$ cat config.mk
export PLATFORM = sky130hd
export DESIGN_NAME = ds_cic_decim
export DESIGN_NICKNAME = d
export VERILOG_FILES = /design/src/rtl/ds_pkg.sv /design/src/rtl/ds_sync2.sv /design/src/rtl/ds_cic_decim.sv
export SDC_FILE = /design/constraint.sdc
export NUM_CORES = 1
export LEC_CHECK = 0
export CORE_UTILIZATION = 45
export CTS_CLUSTER_SIZE = 12
export DETAILED_ROUTE_END_ITERATION = 8
export PLACE_DENSITY = 0.71
export REMOVE_ABC_BUFFERS = 1
export SKIP_CTS_REPAIR_TIMING = 1
export SYNTH_ARGS = -nofsm -noshare
export SYNTH_HDL_FRONTEND = slang
export SYNTH_SLANG_ARGS = --single-unit
$ cat constraint.sdc
create_clock -name clk -period 8.2 [get_ports clk]
set_input_delay 2.46 -clock clk [delete_from_list [all_inputs] [get_ports clk]]
set_output_delay 2.46 -clock clk [all_outputs]
set_load 0.03 [all_outputs]
$ cat src/rtl/ds_pkg.sv
// ds_pkg: shared constants and types for the delta-sigma receive path.
// Values here describe the default build (DEC=64, ORDER=3, OUT_W=10).
package ds_pkg;

  localparam int DS_DEC      = 64;
  localparam int DS_ORDER    = 3;
  localparam int DS_OUT_W    = 10;
  localparam int DS_LOG2_DEC = $clog2(DS_DEC);

  // Accumulator width: one sign bit, one bit for the +/-1 input, ORDER*log2(DEC) growth.
  localparam int DS_W       = 2 + DS_ORDER * DS_LOG2_DEC;
  // Right shift that maps full scale DEC^ORDER onto 2^(OUT_W-1).
  localparam int DS_SHR     = DS_ORDER * DS_LOG2_DEC - (DS_OUT_W - 1);
  localparam int DS_SAT_MAX = (2 ** (DS_OUT_W - 1)) - 1;
  localparam int DS_SAT_MIN = -(2 ** (DS_OUT_W - 1));

  typedef logic signed [DS_W-1:0] cic_acc_t;

  // Accumulator width for an arbitrary decimation ratio and order.
  function automatic int cic_acc_w(input int dec, input int order);
    return 2 + order * $clog2(dec);
  endfunction

endpackage

$ cat src/rtl/ds_sync2.sv
// ds_sync2: two-flop synchroniser with asynchronous active-high clear.
// Used on every pmod input that arrives asynchronously to clk.
module ds_sync2 (
  input  logic clk,
  input  logic rst,
  input  logic d,
  output logic q
);

  logic meta;

  // Two back-to-back flops; only q is allowed to fan out.
  always_ff @(posedge clk or posedge rst) begin
    if (rst) begin
      meta <= 1'b0;
      q    <= 1'b0;
    end else begin
      meta <= d;
      q    <= meta;
    end
  end

endmodule

$ cat src/rtl/ds_cic_decim.sv
// ds_cic_decim: receive side of the 1-bit delta-sigma ADC.
// Synchronises the comparator bit, re-drives it as DAC feedback and
// decimates it with a 3rd-order CIC to signed OUT_W-bit samples at f_cke/DEC.
// Build option: define DS_OVF_FLAG_EN to add the ovf saturation flag port.
//
// Output protocol: dout_valid is a single-cycle strobe with no back-pressure;
// dout is stable from that cycle until the next strobe, and ovf (when present)
// is only meaningful while dout_valid is high.
module ds_cic_decim
  import ds_pkg::*;
#(
  parameter int DEC   = DS_DEC,
  parameter int ORDER = DS_ORDER,
  parameter int OUT_W = DS_OUT_W
) (
  input  logic                    clk,
  input  logic                    rst,
  input  logic                    cke,
  input  logic                    bit_in,
  output logic                    fb_out,
  output logic signed [OUT_W-1:0] dout,
  output logic                    dout_valid
`ifdef DS_OVF_FLAG_EN
  ,
  output logic                    ovf
`endif
);

  localparam int LOG2_DEC = $clog2(DEC);
  localparam int ACC_W    = cic_acc_w(DEC, ORDER);
  localparam int SHR_L    = ORDER * LOG2_DEC - (OUT_W - 1);
  localparam int SC_W     = ACC_W + OUT_W;

  localparam logic [LOG2_DEC-1:0]     CNT_LAST = LOG2_DEC'(DEC - 1);
  localparam logic signed [OUT_W-1:0] OUT_MAX  = {1'b0, {(OUT_W-1){1'b1}}};
  localparam logic signed [OUT_W-1:0] OUT_MIN  = {1'b1, {(OUT_W-1){1'b0}}};
  localparam logic signed [SC_W-1:0]  SC_MAX   = SC_W'(OUT_MAX);
  localparam logic signed [SC_W-1:0]  SC_MIN   = SC_W'(OUT_MIN);

  typedef logic signed [ACC_W-1:0] acc_t;

  // The comb section below is written for exactly three stages.
  if (ORDER != 3) begin : g_bad_order
    $error("ds_cic_decim: ORDER must be 3");
  end
  if (DEC < 4 || DEC > 256 || (DEC & (DEC - 1)) != 0) begin : g_bad_dec
    $error("ds_cic_decim: DEC must be a power of two in 4..256");
  end
  if (DEC == DS_DEC && OUT_W == DS_OUT_W &&
      (ACC_W != DS_W || SHR_L != DS_SHR ||
       int'(OUT_MAX) != DS_SAT_MAX || int'(OUT_MIN) != DS_SAT_MIN)) begin : g_bad_pkg
    $error("ds_cic_decim: package constants disagree with module sizing");
  end

  logic                bit_s;
  acc_t                x;
  logic [LOG2_DEC-1:0] cnt;
  logic                dec_stb;
  acc_t                integ [ORDER];
  acc_t                dly   [ORDER];
  acc_t                c0, c1, c2, c3;
  logic signed [SC_W-1:0]  c3_ext, scaled;
  logic                sat_hi, sat_lo;
  logic signed [OUT_W-1:0] sat_val;

  ds_sync2 u_sync (
    .clk (clk),
    .rst (rst),
    .d   (bit_in),
    .q   (bit_s)
  );

  // Bipolar mapping of the synchronised bit.
  assign x = bit_s ? acc_t'(1) : '1;

  // Feedback to the external DAC: exactly the sample the integrators take.
  always_ff @(posedge clk or posedge rst) begin
    if (rst)      fb_out <= 1'b0;
    else if (cke) fb_out <= bit_s;
  end

  // Integrator chain; every stage adds its predecessor's pre-edge value.
  always_ff @(posedge clk or posedge rst) begin
    if (rst) begin
      for (int k = 0; k < ORDER; k++) integ[k] <= '0;
    end else if (cke) begin
      integ[0] <= integ[0] + x;
      for (int k = 1; k < ORDER; k++) integ[k] <= integ[k] + integ[k-1];
    end
  end

  // Decimation phase counter; DEC is a power of two so it wraps naturally.
  always_ff @(posedge clk or posedge rst) begin
    if (rst)      cnt <= '0;
    else if (cke) cnt <= cnt + LOG2_DEC'(1);
  end

  assign dec_stb = cke && (cnt == CNT_LAST);

  // Comb differences, modulo 2^ACC_W; wrap in the integrators cancels here.
  assign c0 = integ[ORDER-1];
  assign c1 = c0 - dly[0];
  assign c2 = c1 - dly[1];
  assign c3 = c2 - dly[2];

  // Comb delay registers advance once per output sample.
  always_ff @(posedge clk or posedge rst) begin
    if (rst) begin
      for (int k = 0; k < ORDER; k++) dly[k] <= '0;
    end else if (dec_stb) begin
      dly[0] <= c0;
      dly[1] <= c1;
      dly[2] <= c2;
    end
  end

  // Scale full scale to 2^(OUT_W-1); small DEC needs a left shift instead.
  assign c3_ext = SC_W'(c3);
  if (SHR_L >= 0) begin : g_shr
    assign scaled = c3_ext >>> SHR_L;
  end else begin : g_shl
    assign scaled = c3_ext <<< (-SHR_L);
  end

  assign sat_hi  = scaled > SC_MAX;
  assign sat_lo  = scaled < SC_MIN;
  assign sat_val = sat_hi ? OUT_MAX : (sat_lo ? OUT_MIN : scaled[OUT_W-1:0]);

  // Output register and its one-cycle strobe.
  always_ff @(posedge clk or posedge rst) begin
    if (rst) begin
      dout       <= '0;
      dout_valid <= 1'b0;
    end else begin
      dout_valid <= dec_stb;
      if (dec_stb) dout <= sat_val;
    end
  end

`ifdef DS_OVF_FLAG_EN
  // Saturation flag, aligned with dout_valid.
  always_ff @(posedge clk or posedge rst) begin
    if (rst) ovf <= 1'b0;
    else     ovf <= dec_stb && (sat_hi || sat_lo);
  end
`endif

endmodule
==> reports/metrics.csv <==
metric;value;unit
period_share;0.737;
rows;54;
place_inst;1392;
h-tree-depth;4;
core;21900;um2
yosys_warnings;0;
period_needed;6.05;ns
crit-reg2reg-launch;dly[41];
routedWlPerCell;13.1;um
worst_hold_path.endpoint;u_sync.q;
detail-route-antenna-nets;0;
n_antenna_cell;0;
cts_made_buffers;17;
gp_congestion;0.809;
drt-initial-drc-count;207;
hold_path.class;reg2reg;
reg2reg_depth;25;
cts-root-buf;clkbuf_16;
critical_path_class;reg2reg;
route.met2.wl;9.36;mm
initial_core_util;0.462;
dpl.hpwl;13.5;mm
drc;0;
critical_path.startpoint_type;flip-flop;
clk_latency;0.43;ns
slew-limit-headroom;0.399;
synth_edf_count;0;
max-cap-violations;0;
drive_gt1_frac;0.0813;
syn_area;10100;um2
layout_commonest_cell;dfrtp_1;
r2r_end;dout[1];
avgSynthCellArea;9.02;um2
finalSetupViolations;0;
synth_cell_types;70;
ys_seq_area_frac;0.347;
clkTransAtPathRegs;0.06;ns
crit_fanout;15;
tns;0;ns
setup_slack;2.15;ns
clockBufferDepth;2;
grt_overflow;0;
final_cells;1424;
syn_inst;1120;
area_growth;10.5;%
place_area;10500;um2
cts_sinks;140;
synth-seq-cells;140;
numPortBuffers;15;
routed_wl;18.6;mm
worstPathRequired;8.52;ns
synth_area_leaders;dfrtp_1, ha_1, o21ai_0;
dpl_worst_slack;2.12;ns
grtUsageTotal;0.171;
grt_max_degree;100;
dieHeight;152;um
via_per_inst;5.37;
cp.arrival;6.37;ns
worst_hold_path.num_cells;0;
dr_wl_met3;344;um
top_layer;met4;
fp.dieW;152;um
grt_pass1_vias;7498;
grt_pass1_wl;33.3;mm
outcome;complete, no violations;
io_pins;16;
finalHoldViolCount;0;
tritoncts;yes;
tightest_slew;0.900;ns
synth_ff_type;dfrtp_1;
endpoint_kind;flip-flop;
max_freq;165;MHz
synth_top_area_share;0.347;
async_flop_share;1.00;
ff2ff_setup_slack;2.15;ns
fin_nets;1253;
synth.largest_area_cell;dfrtp_1;
fin_area;11200;um2
final_cell_mix;dfrtp_1, nand2_1, ha_1;
min_from;u_sync.meta;
drt-met1-wl;8.76;mm
antenna_found_initial;0;
clock_skew;0.00626;ns
slew_viol_final;0;
rsz0062_at_grt;no;
dr.pass1.iters;5;
die_area;23100;um2
vias;7645;
[synthesized netlist by cell type (25+ instances only)]
library cell	count
inv_1	87
nor2_1	63
xor2_1	30
clkbuf_1	25
nand2_1	119
dfrtp_1	140
a21o_1	33
mux2_2	39
xnor2_1	56
ha_1	113
a21oi_1	76
nor3_1	29
o21ai_0	99
[kinds of logic (layout without fill, tap and decap cells)]
| logic type | Yosys count | after routing | share of synthesized area |
|---|---|---|---|
| AOI/OAI and AO/OA | 325 | 325 | 0.204 |
| and+or+nand+nor | 287 | 287 | 0.129 |
| DFF | 140 | 140 | 0.347 |
| adders and majority gates | 118 | 118 | 0.150 |
| buffers and inverters | 118 | 142 | 0.0448 |
| xor gates and xnor gates | 88 | 88 | 0.0777 |
| muxes | 44 | 44 | 0.0484 |
[cell type report]
cell class                 count  area [um2]
clock buffer                  17         425
clock inverter                15         213
fill                        2047       10700
inverter                      89         339
multi-input combinational    862        6150
sequential                   140        3500
tap                          280         350
timing repair buffer          21         190
[worst max-delay path, cell delays in order, from the launching register on]
cell	delay, ns
dfrtp_1	0.37
inv_1	0.07
ha_1	0.28
nor2b_1	0.14
o31a_1	0.27
o21ai_0	0.22
nand2b_1	0.14
a21o_1	0.19
a211oi_1	0.22
nor2_1	0.09
ha_1	0.24
a2111o_1	0.41
o311ai_2	0.30
a21oi_1	0.15
a21o_1	0.20
a21oi_1	0.17
xnor2_1	0.17
ha_1	0.34
a21oi_1	0.16
nor2_1	0.07
nor4_1	0.41
a211oi_2	0.16
o311ai_2	0.34
xor2_2	0.48
a21oi_1	0.08
o31ai_1	0.28
[flip-flops by register name (all words and copies together), names as in the netlist]
register and flops:
dly 60, integ 40, c0 20, dout 10, cnt 6, dout_valid 1, fb_out 1, u_sync.meta 1
u_sync.q 1
[per-layer routing]
layer / track usage / vias to the layer above
li1: - / 3992
met1: 0.210 / 3571
met2: 0.303 / 65
met3: 0.0337 / 17
met4: 0.0457 / 0
met5: 0 / -
[metrics by stage]
step,util,hold slack (ns)
after floorplan,-,0.331
after global placement,0.481,0.340
after global routing,0.510,0.369
after CTS,0.510,0.356
final,0.510,0.353
after detailed placement,0.481,0.342
[worst max-delay path by stage]
| stage | startpoint | endpoint | slack, ns |
|---|---|---|---|
| after floorplan | rst | c0[0] | 1.99 |
| after global placement | dly[41] | dout[1] | 2.36 |
| after detailed placement | dly[41] | dout[1] | 2.12 |
| after CTS | dly[41] | dout[1] | 2.09 |
| after global routing | dly[41] | dout[1] | 1.54 |
| final | dly[41] | dout[1] | 2.15 |
Power is left out: the tool's default activity adds up to more than one toggle a clock period on the data nets, which glitch-free logic cannot reach.
